[src/rtl/game_arb_pkg.sv]
// game_arb_pkg: shared types and defaults for the map read-port arbiter and its neighbours
package game_arb_pkg;
    localparam int N_REQ_DEF  = 4;
    localparam int RD_LAT_DEF = 1;
    typedef logic [$clog2(N_REQ_DEF)-1:0] req_id_t;
    typedef enum logic {ARB, LOCKED} arb_state_t;
    function automatic int cnt_w(input int max_lock);
        return ($clog2(max_lock + 1) > 3) ? $clog2(max_lock + 1) : 3;
    endfunction
endpackage

[src/rtl/rr_pick.sv]
// rr_pick: combinational round-robin picker starting just after last_grant
module rr_pick #(
    parameter int N    = 4,
    parameter int ID_W = 2
) (
    input  logic [N-1:0]    req,
    input  logic [ID_W-1:0] last_grant,
    output logic [N-1:0]    grant,
    output logic [ID_W-1:0] grant_id,
    output logic            any
);
    function automatic logic [ID_W-1:0] wrap(input int v);
        return ID_W'(v % N);
    endfunction
    always_comb begin
        grant    = '0;
        grant_id = '0;
        any      = 1'b0;
        for (int k = 1; k <= N; k++) begin
            if (!any && req[wrap(int'(last_grant) + k)]) begin
                grant[wrap(int'(last_grant) + k)] = 1'b1;
                grant_id = wrap(int'(last_grant) + k);
                any      = 1'b1;
            end
        end
    end
endmodule

[src/rtl/map_port_arbiter.sv]
// map_port_arbiter: round-robin sharing of the map ROM read port with short locks and tag-routed responses
module map_port_arbiter
    import game_arb_pkg::*;
#(
    parameter int N_REQ    = N_REQ_DEF,
    parameter int ADDR_W   = 16,
    parameter int DATA_W   = 4,
    parameter int RD_LAT   = RD_LAT_DEF,
    parameter int MAX_LOCK = 4
) (
    input  logic                    clk,
    input  logic                    rst_n,
    input  logic [N_REQ-1:0]        req,
    input  logic [N_REQ-1:0]        lock,
    input  logic [N_REQ*ADDR_W-1:0] req_addr,
    output logic [N_REQ-1:0]        ack,
    output logic [N_REQ-1:0]        rsp_valid,
    output logic [DATA_W-1:0]       rsp_data,
    output logic                    mem_en,
    output logic [ADDR_W-1:0]       mem_addr,
    input  logic [DATA_W-1:0]       mem_data
);
    localparam int ID_W  = $clog2(N_REQ);
    localparam int CNT_W = cnt_w(MAX_LOCK);
    arb_state_t        state_q, state_d;
    logic [ID_W-1:0]   owner_q, owner_d, last_grant_q, last_grant_d, pick_id, gid;
    logic [CNT_W-1:0]  lock_cnt_q, lock_cnt_d;
    logic [N_REQ-1:0]  pick_grant, rsp_valid_q, rsp_valid_d;
    logic              pick_any, hold, any_ack, mem_en_q, mem_en_d;
    logic [ADDR_W-1:0] mem_addr_q, mem_addr_d;
    logic [DATA_W-1:0] rsp_data_q, rsp_data_d;
    logic [RD_LAT:0]   tag_v_q, tag_v_d;
    logic [ID_W-1:0]   tag_id_q [RD_LAT+1];
    logic [ID_W-1:0]   tag_id_d [RD_LAT+1];
    rr_pick #(.N(N_REQ), .ID_W(ID_W)) u_pick (
        .req       (req),
        .last_grant(last_grant_q),
        .grant     (pick_grant),
        .grant_id  (pick_id),
        .any       (pick_any)
    );
    always_comb begin
        // a lock that has run out or been released falls straight through to round-robin
        hold = rst_n && state_q == LOCKED && req[owner_q] && lock[owner_q]
               && lock_cnt_q < CNT_W'(MAX_LOCK);
        any_ack = rst_n && (hold || pick_any);
        gid = hold ? owner_q : pick_id;
        ack = any_ack ? (N_REQ'(1) << gid) : '0;
        state_d    = ARB;
        owner_d    = owner_q;
        lock_cnt_d = '0;
        if (hold) begin
            state_d    = LOCKED;
            lock_cnt_d = lock_cnt_q + CNT_W'(1);
        end else if (any_ack && lock[pick_id] && MAX_LOCK > 1) begin
            state_d    = LOCKED;
            owner_d    = pick_id;
            lock_cnt_d = CNT_W'(1);
        end
        last_grant_d = any_ack ? gid : last_grant_q;
        mem_en_d     = any_ack;
        mem_addr_d   = any_ack ? req_addr[gid*ADDR_W +: ADDR_W] : mem_addr_q;
        tag_v_d      = {tag_v_q[RD_LAT-1:0], any_ack};
        tag_id_d[0]  = gid;
        for (int i = 1; i <= RD_LAT; i++) tag_id_d[i] = tag_id_q[i-1];
        rsp_valid_d = tag_v_q[RD_LAT] ? (N_REQ'(1) << tag_id_q[RD_LAT]) : '0;
        rsp_data_d  = tag_v_q[RD_LAT] ? mem_data : rsp_data_q;
    end
    always_ff @(posedge clk or negedge rst_n) begin
        if (!rst_n) begin
            state_q      <= ARB;
            owner_q      <= '0;
            last_grant_q <= ID_W'(N_REQ - 1);
            lock_cnt_q   <= '0;
            mem_en_q     <= 1'b0;
            mem_addr_q   <= '0;
            tag_v_q      <= '0;
            tag_id_q     <= '{default: '0};
            rsp_valid_q  <= '0;
            rsp_data_q   <= '0;
        end else begin
            state_q      <= state_d;
            owner_q      <= owner_d;
            last_grant_q <= last_grant_d;
            lock_cnt_q   <= lock_cnt_d;
            mem_en_q     <= mem_en_d;
            mem_addr_q   <= mem_addr_d;
            tag_v_q      <= tag_v_d;
            tag_id_q     <= tag_id_d;
            rsp_valid_q  <= rsp_valid_d;
            rsp_data_q   <= rsp_data_d;
        end
    end
    assign mem_en    = mem_en_q;
    assign mem_addr  = mem_addr_q;
    assign rsp_valid = rsp_valid_q;
    assign rsp_data  = rsp_data_q;
endmodule

[config.mk]
export PLATFORM = sky130hd
export DESIGN_NAME = map_port_arbiter
export DESIGN_NICKNAME = d
export VERILOG_FILES = /design/src/rtl/game_arb_pkg.sv /design/src/rtl/rr_pick.sv /design/src/rtl/map_port_arbiter.sv
export SDC_FILE = /design/constraint.sdc
export NUM_CORES = 1
export LEC_CHECK = 0
export CAP_MARGIN = 15
export CORE_ASPECT_RATIO = 1.2
export CORE_MARGIN = 2
export CORE_UTILIZATION = 44
export DETAILED_ROUTE_END_ITERATION = 7
export PLACE_DENSITY_LB_ADDON = 0.05
export SYNTH_ARGS = -nofsm -noshare
export SYNTH_HDL_FRONTEND = slang
export SYNTH_HIERARCHICAL = 1
export SYNTH_SLANG_ARGS = --single-unit
[constraint.sdc]
create_clock -name clk -period 6.6 [get_ports clk]
set_input_delay 1.98 -clock clk [delete_from_list [all_inputs] [get_ports clk]]
set_output_delay 1.98 -clock clk [all_outputs]
set_load 0.005 [all_outputs]
[Word level (Yosys, flattened, before mapping)]
Cells that the tools add are included.
Operators by class
  multiplexer cells: 29
  equality and inequality tests: 0
  bitwise operators: 1
  $add $sub $neg: 5
  divide/modulo/power cells: 0
  reductions and logical operators: 14
  magnitude comparators: 7
  $mul: 0
  shift operators: 3
Operators with widths (count)
  64-bit by 7-bit indexed part select with 16-bit output: 1
  2-bit by 3-bit less-than comparator with 1-bit output (second input constant): 6
  1-bit binary-select mux with 2-bit select: 7
  1-bit 2-to-1 mux: 14
  2-bit 2-to-1 mux: 5
  1-bit logical AND: 9
  4-bit 2-to-1 mux: 2
  1-bit by 2-bit << shifter with 4-bit output (first input constant): 2
  2-bit by 1-bit adder with 2-bit output (second input constant): 2
  2-bit adder (second input constant): 2
  3-bit by 1-bit adder with 3-bit output (second input constant): 1
  1-bit zero test: 3
  3-bit less-than comparator (second input constant): 1
  3-bit 2-to-1 mux: 1
  2-bit AND reduction: 1
  1-bit logical OR: 1
  1-bit NOT: 1
Storage, ports and cells
  bits of input ports: 78
  bits in registers: 39
  memories: 0
  output and inout bits: 29
  logic and storage cells: 70
  bits in latches: 0
  memory bits (writable): 0
  ROM bits: 0

[Depth between registers and ports, before layout]
Gate-level depths: netlist of run 1.
  word-level depth: 18
  gate-level depth with buffers: 16
  gate-level depth less buffers: 11

[By module]
The synthesis of run 1 kept the hierarchy.
By module, submodules not included
  map_port_arbiter: cells each 196, instances 1, sequential area each 953.4 um^2, area each 2090.8 um^2
  rr_pick: cells each 86, instances 1, sequential area each 0.0 um^2, area each 629.4 um^2

[Worst setup path after synthesis of run 1]
OpenSTA, ideal clock, no wires.
  path kind: input-to-output
  start: in req[0]
  end: out ack[1]
  slack: 0.582 ns
  arrival time: 4.038 ns
  cell stages on the path: 12
  data required time: 4.620 ns
  buffers on the path: 3
  path through: clkbuf_1 -> mux2i_1 -> a211oi_1 -> a311o_1 -> a221oi_1 -> o21ai_0 -> and3_1 -> buf_2 -> clkbuf_1 -> inv_1 -> nand2_1 -> nor2_1
Between the ends
  longest elaborated chain between the ends: 15
  elaborated cells between the ends (all ways): 32
  those cells by class: 1 x shift; 20 x mux; 11 x reduce/logical
Ends and longest elaborated chain
  from (decl): line map_port_arbiter.sv:13  | input logic [N_REQ-1:0] req,
  1-bit binary-select mux with 2-bit select: line rr_pick.sv:20  | if (!any && req[wrap(int'(last_grant) + k)]) begin
  1-bit 2-to-1 mux (not written as such): line rr_pick.sv:20
  1-bit 2-to-1 mux: line rr_pick.sv:20
  1-bit zero test: line rr_pick.sv:20
  1-bit logical AND: line rr_pick.sv:20
  1-bit 2-to-1 mux: line rr_pick.sv:20
  1-bit zero test: line rr_pick.sv:20
  1-bit logical AND: line rr_pick.sv:20
  1-bit 2-to-1 mux: line rr_pick.sv:20
  1-bit zero test: line rr_pick.sv:20
  1-bit logical AND: line rr_pick.sv:20
  2-bit 2-to-1 mux (*): line rr_pick.sv:20
  net pick_id[0]: line map_port_arbiter.sv:26  | logic [ID_W-1:0] owner_q, owner_d, last_grant_q, last_grant_d, pick_id, gid;
  2-bit 2-to-1 mux (*): line map_port_arbiter.sv:47  | gid = hold ? owner_q : pick_id;
  net gid[0]: line map_port_arbiter.sv:26
  1-bit by 2-bit << shifter with 4-bit output (*): line map_port_arbiter.sv:48  | ack = any_ack ? (N_REQ'(1) << gid) : '0;
  4-bit 2-to-1 mux (*): line map_port_arbiter.sv:48
  to (decl): line map_port_arbiter.sv:16  | output logic [N_REQ-1:0] ack,
The timed path passes the listed nets; every way through them passes the cells marked *. The select of a mux whose other input is x is not followed.

[Worst setup path in the final report of run 1]
  start: in req[0]
  end: out ack[0]
Between the ends
  longest elaborated chain between the ends: 15
  elaborated cells between the ends (all ways): 32
  those cells by class: 1 x shift; 20 x mux; 11 x reduce/logical
Ends and longest elaborated chain (line)
  1-bit binary-select mux with 2-bit select: rr_pick.sv:20
  1-bit 2-to-1 mux (not written as such): rr_pick.sv:20
  1-bit 2-to-1 mux: rr_pick.sv:20
  1-bit zero test: rr_pick.sv:20
  1-bit logical AND: rr_pick.sv:20
  1-bit 2-to-1 mux: rr_pick.sv:20
  1-bit zero test: rr_pick.sv:20
  1-bit logical AND: rr_pick.sv:20
  1-bit 2-to-1 mux: rr_pick.sv:20
  1-bit zero test: rr_pick.sv:20
  1-bit logical AND: rr_pick.sv:20
  2-bit 2-to-1 mux / 1-bit 2-to-1 mux (equally long branches): rr_pick.sv:20
  2-bit 2-to-1 mux / 1-bit logical OR (equally long branches): map_port_arbiter.sv:47, map_port_arbiter.sv:46
  1-bit by 2-bit << shifter with 4-bit output / 1-bit logical AND (equally long branches): map_port_arbiter.sv:48, map_port_arbiter.sv:46
  4-bit 2-to-1 mux (*): map_port_arbiter.sv:48
Mark *: on every way between the ends. The rest lies on a longest branch, timed or not. The select of a mux whose other input is x is not followed.

==> summary.txt, run 1 <==
OUTCOME
----------------------------------------------------------------------------------------
Status .................................................................... finished, final reports clean

FLOORPLAN
----------------------------------------------------------------------------------------
Area of the placeable core ................................................ 0.004975 mm2
Floorplan die width .......................................................     70.03 um
Y dimension of the die ....................................................     83.24 um
Area of the die ........................................................... 0.005829 mm2
Starting Density ..........................................................       0.4628
FP Rows ...................................................................           28
I/O pin count .............................................................          107

POWER
----------------------------------------------------------------------------------------
Leak Pwr ..................................................................     1.547 nW
Largest voltage drop on the vdd net .......................................     194.6 uV
Power density cells ....................................................... 412.0 mW/mm2

TIMING
----------------------------------------------------------------------------------------
Setup Total Neg Slack .....................................................         0 ps
Number of hold violations in the final report .............................            0
Post-route clock skew .....................................................     4.264 ps
Slew Limit Fails ..........................................................            0
Worst hold slack across all endpoints .....................................     353.0 ps
Count of endpoints failing setup in the final report ......................            0
Max-slew headroom .........................................................       0.4177
Portion of the clock cycle consumed by the worst path in the final layout .       0.9743
Fmax achieved .............................................................    155.5 MHz
Post-layout min period ....................................................      6430 ps
Slew of the pin with the lowest slew margin ...............................     873.5 ps

SETUP PATH
----------------------------------------------------------------------------------------
Largest delay share family, worst path .................................... buffers and inverters
R2R Path End .............................................................. mem_addr[7]$_DFFE_PN0P_
Setup crit end ............................................................       ack[0]
Worst setup path start ....................................................       req[0]
Worst Setup End Kind ......................................................  output port
CP Max Fanout .............................................................            6
Required time of the worst setup path .....................................      4620 ps
Worst-path cell chain ..................................................... clkdlybuf4s50_1 > buf_4 > nand3b_1 > a211o_1 > nand2_2 > mux2i_4 > bufinv_8 > nor2_1 > clkdlybuf4s50_1
Logic depth of the worst path, buffers included ...........................            9
Slowest CP cell ........................................................... sky130_fd_sc_hd__clkdlybuf4s50_1
Arrival time reported for the critical path endpoint ......................      4450 ps
Crit-path most repeated cell .............................................. sky130_fd_sc_hd__clkdlybuf4s50_1
Startpoint types ..........................................................   input port
Cells on worst reg2reg path ...............................................           11
Worst stage delay on the critical path ....................................       510 ps
Worst Setup Path Type .....................................................       in2out
Reg2Reg Launch Point ...................................................... last_grant_q[0]$_DFFE_PN1P_
Buf+Inv Stages, Crit Path .................................................            4
Minimum setup slack among reg-to-reg paths ................................      3040 ps

SYNTHESIS
----------------------------------------------------------------------------------------
Number of standard cells after synthesis ..................................          230
Average cell area after synthesis .........................................    10.01 um2
Post-synthesis cell area .................................................. 0.002302 mm2
Post-Syn Nets .............................................................          310
Yosys Warn Count ..........................................................            6

PLACEMENT
----------------------------------------------------------------------------------------
Post-DP HPWL ..............................................................      4333 um
Placer congestion estimate ................................................       0.8297
Count of buffers inserted at the top-level ports ..........................          106

GRT
----------------------------------------------------------------------------------------
Via count of the first global-routing pass ................................         2079
Grt ovf ...................................................................            0
Wire length of the first global-routing pass ..............................      9798 um
Number of antenna violations at the first check in global routing .........            0
Pin count of the biggest net entering global routing ......................           40
GR Util All Layers ........................................................       0.2072

ROUTING
----------------------------------------------------------------------------------------
Length of the first detailed-routing pass in iterations ...................            4
Number of remaining DRC errors ............................................            0
Via density ...............................................................        5.251
Routed wire per std cell ..................................................     14.88 um
Total length of routed wires ..............................................      5924 um
Number of routed nets with antenna violations .............................            0
Number of vias in the routed layout .......................................         2090
Drt first-iter violations .................................................           73

HOLD PATH
----------------------------------------------------------------------------------------
Class of the worst hold path ..............................................      reg2reg

FINAL LAYOUT
----------------------------------------------------------------------------------------
Footprint of the multi-input gates ........................................ 0.001222 mm2
Ant diodes ................................................................            0
Relative area change from synthesis to final layout .......................       54.89%
Final net count ...........................................................          417
Post-route core utilization ...............................................       0.7168
Proportion of layout cells with a drive suffix above 1 ....................       0.1834
Fillcell total ............................................................          401
Seq. cell area ............................................................    953.4 um2

CLOCKING
----------------------------------------------------------------------------------------
Clock tree from TritonCTS .................................................        built
Later-pin clock latency in the skew report ................................       290 ps
CTS buffer count ..........................................................            5
Number of H-tree levels ...................................................            2
Master cell of the clock root buffer ...................................... sky130_fd_sc_hd__clkbuf_8
Register clock-pin slew on the reported worst setup and hold paths ........        80 ps
TritonCTS Sinks ...........................................................           38
Max clock buf depth .......................................................            2

FLOW RUN
----------------------------------------------------------------------------------------
Max-cap violations ........................................................            0

-- power breakdown --
group	internal (mW)	switching [mW]
registers	0.328	0.0642
clock network	0.0839	0.0814
logic	0.511	0.400
-- metrics by stage --
step           cell area (um2)  setup WS [ps]  instances  power (mW)
2_1_floorplan             2302          627.2        230      0.9712
3_3_place_gp              3427          155.1        385       1.261
3_5_place_dp              3427          90.27        385       1.275
4_1_cts                   3522          81.70        393       1.444
5_1_grt                   3566         -28.19        398       1.580
6_report                  3566          169.6        398       1.469
-- metal layers --
metal,track usage,vias up,wire length (um),share of wire
met3,0.04854,6,365,0.062
met5,0,-,0,0
met2,0.3506,77,3010,0.51
met1,0.2689,986,2499,0.42
li1,-,1021,-,-
met4,0.04545,0,48,0.0081
-- timing repair --
action                     in CTS  in global routing
gates resized for setup         0                  2
setup endpoints to repair       0                  3
hold buffers                    0                  0
setup buffers                   0                  5
-- worst min-delay path by stage --
| stage | startpoint | end | slack [ps] | cells past startpoint |
|---|---|---|---|---|
| after global placement | tag_id_d[1]$_DFF_PN0_ | tag_id_q[1]$_DFF_PN0_ | 330 | 0 |
| after detailed placement | tag_id_d[0]$_DFF_PN0_ | tag_id_q[0]$_DFF_PN0_ | 340 | 0 |
| after CTS | tag_id_d[1]$_DFF_PN0_ | tag_id_q[1]$_DFF_PN0_ | 350 | 0 |
| after floorplan | tag_id_d[0]$_DFF_PN0_ | tag_id_q[0]$_DFF_PN0_ | 330 | 0 |
| final | tag_id_d[0]$_DFF_PN0_ | tag_id_q[0]$_DFF_PN0_ | 350 | 0 |
| after global routing | tag_id_d[1]$_DFF_PN0_ | tag_id_q[1]$_DFF_PN0_ | 360 | 0 |
-- flip-flops by register name, summed over array words and instances (netlist names) --
signal	flops
lock_cnt_q	3
owner_q	2
tag_id_d	2
last_grant_q	2
rsp_data	4
tag_v_q	2
rsp_valid	4
tag_id_q	2
mem_addr	16
state_q	1
-- placed cells by master (no fill, tap or decap), types with 7 or more instances in the layout --
cell type,n
sky130_fd_sc_hd__a221oi_1,9
sky130_fd_sc_hd__a221oi_2,8
sky130_fd_sc_hd__mux2_2,16
sky130_fd_sc_hd__mux2_4,7
sky130_fd_sc_hd__clkdlybuf4s50_1,105
sky130_fd_sc_hd__mux2i_1,19
sky130_fd_sc_hd__nor2_1,60
sky130_fd_sc_hd__inv_1,9
sky130_fd_sc_hd__dfrtp_1,36
sky130_fd_sc_hd__buf_4,15
-- final cells by class --
type / instances / share of cell area
Tap cell: 60 / 0.02105
Timing Repair Buffer: 121 / 0.3277
Sequential cell: 38 / 0.2674
Inverter: 10 / 0.01439
Clock buffer: 6 / 0.02316
Multi-Input combinational cell: 161 / 0.3428
Clock inverter: 2 / 0.003509
Power figures use the tool's default switching activity.
==> run 2: changes to the inputs <==
Settings changed: CORE_MARGIN 2 to 1, GPL_TIMING_DRIVEN from default to 0.
==> summary.txt, run 2 (synthesized netlist as in run 1, its figures left out) <==
ROUTING
----------------------------------------------------------------------------------------
Number of vias in the routed layout .......................................         2144
Via density ...............................................................        5.281
Routed wire per std cell ..................................................     15.52 um
Length of the first detailed-routing pass in iterations ...................            4
Drt first-iter violations .................................................           94
Total length of routed wires ..............................................      6300 um
Number of routed nets with antenna violations .............................            0
Number of remaining DRC errors ............................................            0

TIMING
----------------------------------------------------------------------------------------
Post-route clock skew .....................................................     4.460 ps
Number of hold violations in the final report .............................            0
Slew of the pin with the lowest slew margin ...............................     560.4 ps
Count of endpoints failing setup in the final report ......................            0
Post-layout min period ....................................................      6586 ps
Fmax achieved .............................................................    151.8 MHz
Portion of the clock cycle consumed by the worst path in the final layout .       0.9979
Slack of the critical path ................................................     13.86 ps
RSZ-0062 raised after global routing ......................................          yes
Max-slew headroom .........................................................       0.6264
Setup Total Neg Slack .....................................................         0 ps
Slew Limit Fails ..........................................................            0

FINAL LAYOUT
----------------------------------------------------------------------------------------
Ant diodes ................................................................            0
Most frequent cells in the layout ......................................... 102 x sky130_fd_sc_hd__clkdlybuf4s50_1, 60 x sky130_fd_sc_hd__nor2_1, 36 x sky130_fd_sc_hd__dfrtp_1
Flip-flop count of the largest register, all copies and words added .......           16
Proportion of layout cells with a drive suffix above 1 ....................       0.1792
Final net count ...........................................................          425
Post-route core utilization ...............................................       0.7314
Fillcell total ............................................................          392
Most common cell after layout, fill and taps aside ........................ sky130_fd_sc_hd__clkdlybuf4s50_1
Post-Layout Cell Count ....................................................          406
Relative area change from synthesis to final layout .......................       58.04%

GRT
----------------------------------------------------------------------------------------
Pin count of the biggest net entering global routing ......................           41
Number of antenna violations at the first check in global routing .........            0
Via count of the first global-routing pass ................................         2209
Grt ovf ...................................................................            0
GR Util All Layers ........................................................       0.2460
Wire length of the first global-routing pass ..............................     10140 um

FLOORPLAN
----------------------------------------------------------------------------------------
Area of the placeable core ................................................ 0.004975 mm2
Starting Density ..........................................................       0.4628
Floorplan die width .......................................................     68.03 um
FP Rows ...................................................................           28
Y dimension of the die ....................................................     81.24 um
Area of the die ........................................................... 0.005527 mm2
I/O pin count .............................................................          107

PLACEMENT
----------------------------------------------------------------------------------------
Placed cell count .........................................................          396
Post-DP HPWL ..............................................................      4428 um
Placer congestion estimate ................................................       0.7704
Count of buffers inserted at the top-level ports ..........................          106
Setup slack after placement ...............................................    -784.5 ps

CLOCKING
----------------------------------------------------------------------------------------
Clock tree from TritonCTS .................................................        built
Later-pin clock latency in the skew report ................................       290 ps
Register clock-pin slew on the reported worst setup and hold paths ........        80 ps
Number of H-tree levels ...................................................            2
Number of buffers added to fix hold violations after cts ..................            0
TritonCTS Sinks ...........................................................           38
Master cell of the clock root buffer ...................................... sky130_fd_sc_hd__clkbuf_8
Max clock buf depth .......................................................            2
CTS buffer count ..........................................................            5

SETUP PATH
----------------------------------------------------------------------------------------
Startpoint types ..........................................................   input port
Minimum setup slack among reg-to-reg paths ................................      2570 ps
Reg2Reg Launch Point ...................................................... last_grant_q[0]$_DFFE_PN1P_
Arrival time reported for the critical path endpoint ......................      4610 ps
Worst Setup Path Type .....................................................       in2out
CP Max Fanout .............................................................            7
Cells on worst reg2reg path ...............................................           18
Worst Setup End Kind ......................................................  output port
R2R Path End .............................................................. mem_addr[4]$_DFFE_PN0P_
Required time of the worst setup path .....................................      4620 ps

POWER
----------------------------------------------------------------------------------------
Leak Pwr ..................................................................     1.609 nW
PnR Total Power ...........................................................     1.584 mW
Largest voltage drop on the vdd net .......................................     184.5 uV
Power density cells ....................................................... 435.4 mW/mm2

HOLD PATH
----------------------------------------------------------------------------------------
Class of the worst hold path ..............................................      reg2reg
Depth of the worst hold-timing path .......................................            0
Hold Path Origin .......................................................... tag_id_d[1]$_DFF_PN0_
Hold EP ................................................................... tag_id_q[1]$_DFF_PN0_

OUTCOME
----------------------------------------------------------------------------------------
Status .................................................................... finished, final reports clean

FLOW RUN
----------------------------------------------------------------------------------------
Max-cap violations ........................................................            0

## run 2: changes by cell type in the layout (fill, tap and decap cells not counted), moves of 2 or more
cell,before,now
sky130_fd_sc_hd__buf_2,1,5
sky130_fd_sc_hd__buf_4,15,5
sky130_fd_sc_hd__buf_6,0,4
sky130_fd_sc_hd__bufinv_16,0,2
sky130_fd_sc_hd__clkbuf_1,0,6
sky130_fd_sc_hd__clkbuf_2,0,2
sky130_fd_sc_hd__clkdlybuf4s50_1,105,102
sky130_fd_sc_hd__dlygate4sd2_1,0,2
## run 2: through the flow
stage | instance area, um2 | hold slack, ps
6_report | 3638 | 353.2
5_1_grt | 3638 | 353.7
4_1_cts | 3630 | 355.8
3_5_place_dp | 3433 | 335.5
3_3_place_gp | 3438 | 332.7
2_1_floorplan | 2302 | 331.2
## run 2: what timing repair did
item                                    4_1_cts  5_1_grt
setup buffers                                 3        0
endpoints found under the setup margin        4        2
resized for setup                            13        2
pin swaps                                     3        0
## run 2: worst max-delay path: stages
cell,delay [ps]
sky130_fd_sc_hd__clkdlybuf4s50_1,430
sky130_fd_sc_hd__clkbuf_2,170
sky130_fd_sc_hd__mux2i_1,140
sky130_fd_sc_hd__a211oi_1,90
sky130_fd_sc_hd__a311o_1,330
sky130_fd_sc_hd__a221oi_4,320
sky130_fd_sc_hd__o21ai_1,100
sky130_fd_sc_hd__and3_1,220
sky130_fd_sc_hd__buf_6,130
sky130_fd_sc_hd__buf_4,140
sky130_fd_sc_hd__nand2_1,70
sky130_fd_sc_hd__nor2_1,40
sky130_fd_sc_hd__clkdlybuf4s50_1,440
## run 2: per-layer routing
metal | part of all wire | track usage | wire length, um | vias to the layer above
met4 | 0.015 | 0.08750 | 95 | 0
met5 | 0 | 0 | 0 | -
li1 | - | - | - | 1035
met1 | 0.41 | 0.2845 | 2589 | 1033
met3 | 0.054 | 0.06320 | 339 | 8
met2 | 0.52 | 0.4284 | 3274 | 68
## run 2: worst max path at each step
stage / startpoint / endpoint / slack (ps) / depth (start not counted)
after floorplan: req[2] / ack[1] / 630 / 12
after global placement: rst_n / ack[1] / -1590 / 9
after detailed placement: req[2] / ack[1] / -780 / 14
after CTS: req[0] / ack[0] / 60 / 13
after global routing: req[0] / ack[2] / -120 / 13
final: req[2] / ack[2] / 10 / 13
## run 2: layout make-up
type                    count  area, um2  share of cell area
multi-input cells         161       1212              0.3332
repair buffers            109       1085              0.2981
flip-flops and latches     38      953.4              0.2620
plain buffers              20      123.9             0.03404
well taps                  60      75.07             0.02063
clock buffers               5      68.82             0.01891
clock inverters             3      68.82             0.01891
inverters                  10      51.30             0.01410
## run 2: power breakdown
group / total, mW / switching [mW] / internal [mW]
clock: 0.242 / 0.0907 / 0.152
combinational: 0.959 / 0.439 / 0.520
sequential: 0.383 / 0.0553 / 0.328
==> run 3: changes to the inputs <==
Settings changed: CORE_ASPECT_RATIO 1.2 to 0.9, SKIP_CTS_REPAIR_TIMING from default to 1.
==> summary.txt, run 3 (synthesized netlist as in run 1, its figures left out) <==
TIMING
----------------------------------------------------------------------------------------
Worst hold slack across all endpoints .....................................     369.9 ps
Number of hold violations in the final report .............................            0
Max-slew headroom .........................................................       0.6225
Setup Total Neg Slack .....................................................         0 ps
Post-route clock skew .....................................................     7.651 ps
Slack of the critical path ................................................     99.05 ps
Count of endpoints failing setup in the final report ......................            0
Fmax achieved .............................................................    153.8 MHz
Post-layout min period ....................................................      6501 ps
Portion of the clock cycle consumed by the worst path in the final layout .       0.9850
Slew Limit Fails ..........................................................            0
Slew of the pin with the lowest slew margin ...............................     566.3 ps

PLACEMENT
----------------------------------------------------------------------------------------
Placed cell count .........................................................          401
Count of buffers inserted at the top-level ports ..........................          106
Post-DP HPWL ..............................................................      4666 um
Placer congestion estimate ................................................       0.7777
Setup slack after placement ...............................................    -845.7 ps

FINAL LAYOUT
----------------------------------------------------------------------------------------
Relative area change from synthesis to final layout .......................       59.46%
Ant diodes ................................................................            0
Fillcell total ............................................................          378
Post-route core utilization ...............................................       0.7454
Most frequent cells in the layout ......................................... 102 x sky130_fd_sc_hd__clkdlybuf4s50_1, 60 x sky130_fd_sc_hd__nor2_1, 36 x sky130_fd_sc_hd__dfrtp_1
Proportion of layout cells with a drive suffix above 1 ....................       0.1971
Post-Layout Cell Count ....................................................          415
Final net count ...........................................................          429
Flip-flop count of the largest register, all copies and words added .......           16
Most common cell after layout, fill and taps aside ........................ sky130_fd_sc_hd__clkdlybuf4s50_1

SETUP PATH
----------------------------------------------------------------------------------------
Reg2Reg Launch Point ...................................................... last_grant_q[0]$_DFFE_PN1P_
Slowest CP cell ........................................................... sky130_fd_sc_hd__clkdlybuf4s50_1
Worst Setup End Kind ......................................................  output port
Arrival time reported for the critical path endpoint ......................      4520 ps
Startpoint types ..........................................................   input port
Buf+Inv Stages, Crit Path .................................................            4
Worst-path cell chain ..................................................... clkdlybuf4s50_1 > buf_4 > a21oi_1 > a211oi_2 > a311o_1 > a221oi_4 > o21ai_1 > and3_1 > buf_6 > nand2_1 > nor2_1 > clkdlybuf4s50_1
CP Max Fanout .............................................................           13
Largest delay share family, worst path .................................... buffers and inverters
Worst Setup Path Type .....................................................       in2out
Crit-path most repeated cell .............................................. sky130_fd_sc_hd__clkdlybuf4s50_1
Worst stage delay on the critical path ....................................       440 ps
Worst setup path start ....................................................       req[2]
Required time of the worst setup path .....................................      4620 ps

CLOCKING
----------------------------------------------------------------------------------------
Number of H-tree levels ...................................................            2
Register clock-pin slew on the reported worst setup and hold paths ........        80 ps
Master cell of the clock root buffer ...................................... sky130_fd_sc_hd__clkbuf_8
CTS buffer count ..........................................................            5
Clock tree from TritonCTS .................................................        built
Later-pin clock latency in the skew report ................................       290 ps
TritonCTS Sinks ...........................................................           38
Max clock buf depth .......................................................            2

GRT
----------------------------------------------------------------------------------------
Pin count of the biggest net entering global routing ......................           41
Wire length of the first global-routing pass ..............................     10090 um
Number of antenna violations at the first check in global routing .........            0
GR Util All Layers ........................................................       0.2364
Via count of the first global-routing pass ................................         2215
Grt ovf ...................................................................            0

POWER
----------------------------------------------------------------------------------------
Power density cells ....................................................... 435.8 mW/mm2
Leak Pwr ..................................................................     1.636 nW
Largest voltage drop on the vdd net .......................................     210.0 uV

ROUTING
----------------------------------------------------------------------------------------
Number of vias in the routed layout .......................................         2240
Number of routed nets with antenna violations .............................            0
Drt first-iter violations .................................................          109
Number of remaining DRC errors ............................................            0
Length of the first detailed-routing pass in iterations ...................            4
Via density ...............................................................        5.398
Total length of routed wires ..............................................      6465 um
Routed wire per std cell ..................................................     15.58 um

FLOORPLAN
----------------------------------------------------------------------------------------
Floorplan die width .......................................................     78.25 um
Starting Density ..........................................................       0.4675
Area of the die ........................................................... 0.005526 mm2
Area of the placeable core ................................................ 0.004925 mm2
FP Rows ...................................................................           24
Y dimension of the die ....................................................     70.62 um
I/O pin count .............................................................          107

HOLD PATH
----------------------------------------------------------------------------------------
Hold Path Origin .......................................................... tag_id_d[1]$_DFF_PN0_
Class of the worst hold path ..............................................      reg2reg

OUTCOME
----------------------------------------------------------------------------------------
Status .................................................................... finished, final reports clean

FLOW RUN
----------------------------------------------------------------------------------------
Max-cap violations ........................................................            0

run 3: cell count changes in the layout (fill, tap and decap cells not counted), sizes merged:
| cell | delta |
|---|---|
| buf | +6 |
| clkbuf | -2 |
| clkinvlp | +2 |
| dlygate4sd2 | -2 |
| dlymetal6s2s | +2 |
| bufinv | -1 |
| clkinv | -1 |
run 3: routing by layer:
metal  part of all wire  vias to the layer above  track usage
li1                   -                     1041            -
met1               0.41                     1090       0.2808
met2               0.51                       95       0.4064
met3              0.058                       14      0.05806
met4              0.018                        0       0.1049
met5                  0                        -            0
run 3: through the flow:
| stage | power, mW | area, um2 |
|---|---|---|
| floorplan | 0.9712 | 2302 |
| global placement | 1.269 | 3445 |
| detailed placement | 1.298 | 3440 |
| CTS | 1.502 | 3553 |
| global route | 1.701 | 3671 |
| finish | 1.600 | 3671 |
run 3: area by class of cell:
type / instances / area [um2] / area share
multi-input combinational: 161 / 1229 / 0.3347
sequential: 38 / 953.4 / 0.2597
inverter: 10 / 51.30 / 0.01397
tap: 65 / 81.33 / 0.02215
buffer: 20 / 120.1 / 0.03272
clock buffer: 5 / 68.82 / 0.01875
timing repair buffer: 113 / 1122 / 0.3057
clock inverter: 3 / 45.04 / 0.01227
run 3: final timing paths:
check	end	slack (ps)	cells after the start
max	ack[2]	100	12
max in group asynchronous	last_grant_q[0]$_DFFE_PN1P_	4710	1
min	tag_id_q[1]$_DFF_PN0_	370	0
min in group asynchronous	mem_addr[4]$_DFFE_PN0P_	1580	1
min reg2reg	tag_id_q[1]$_DFF_PN0_	370	0
max reg2reg	mem_addr[15]$_DFFE_PN0P_	2770	16
run 3: power breakdown:
part	internal, mW	switching (mW)	total [mW]
Clock	0.112	0.0878	0.200
Sequential	0.328	0.0555	0.383
Combinational	0.556	0.461	1.02
Total	0.996	0.604	1.60
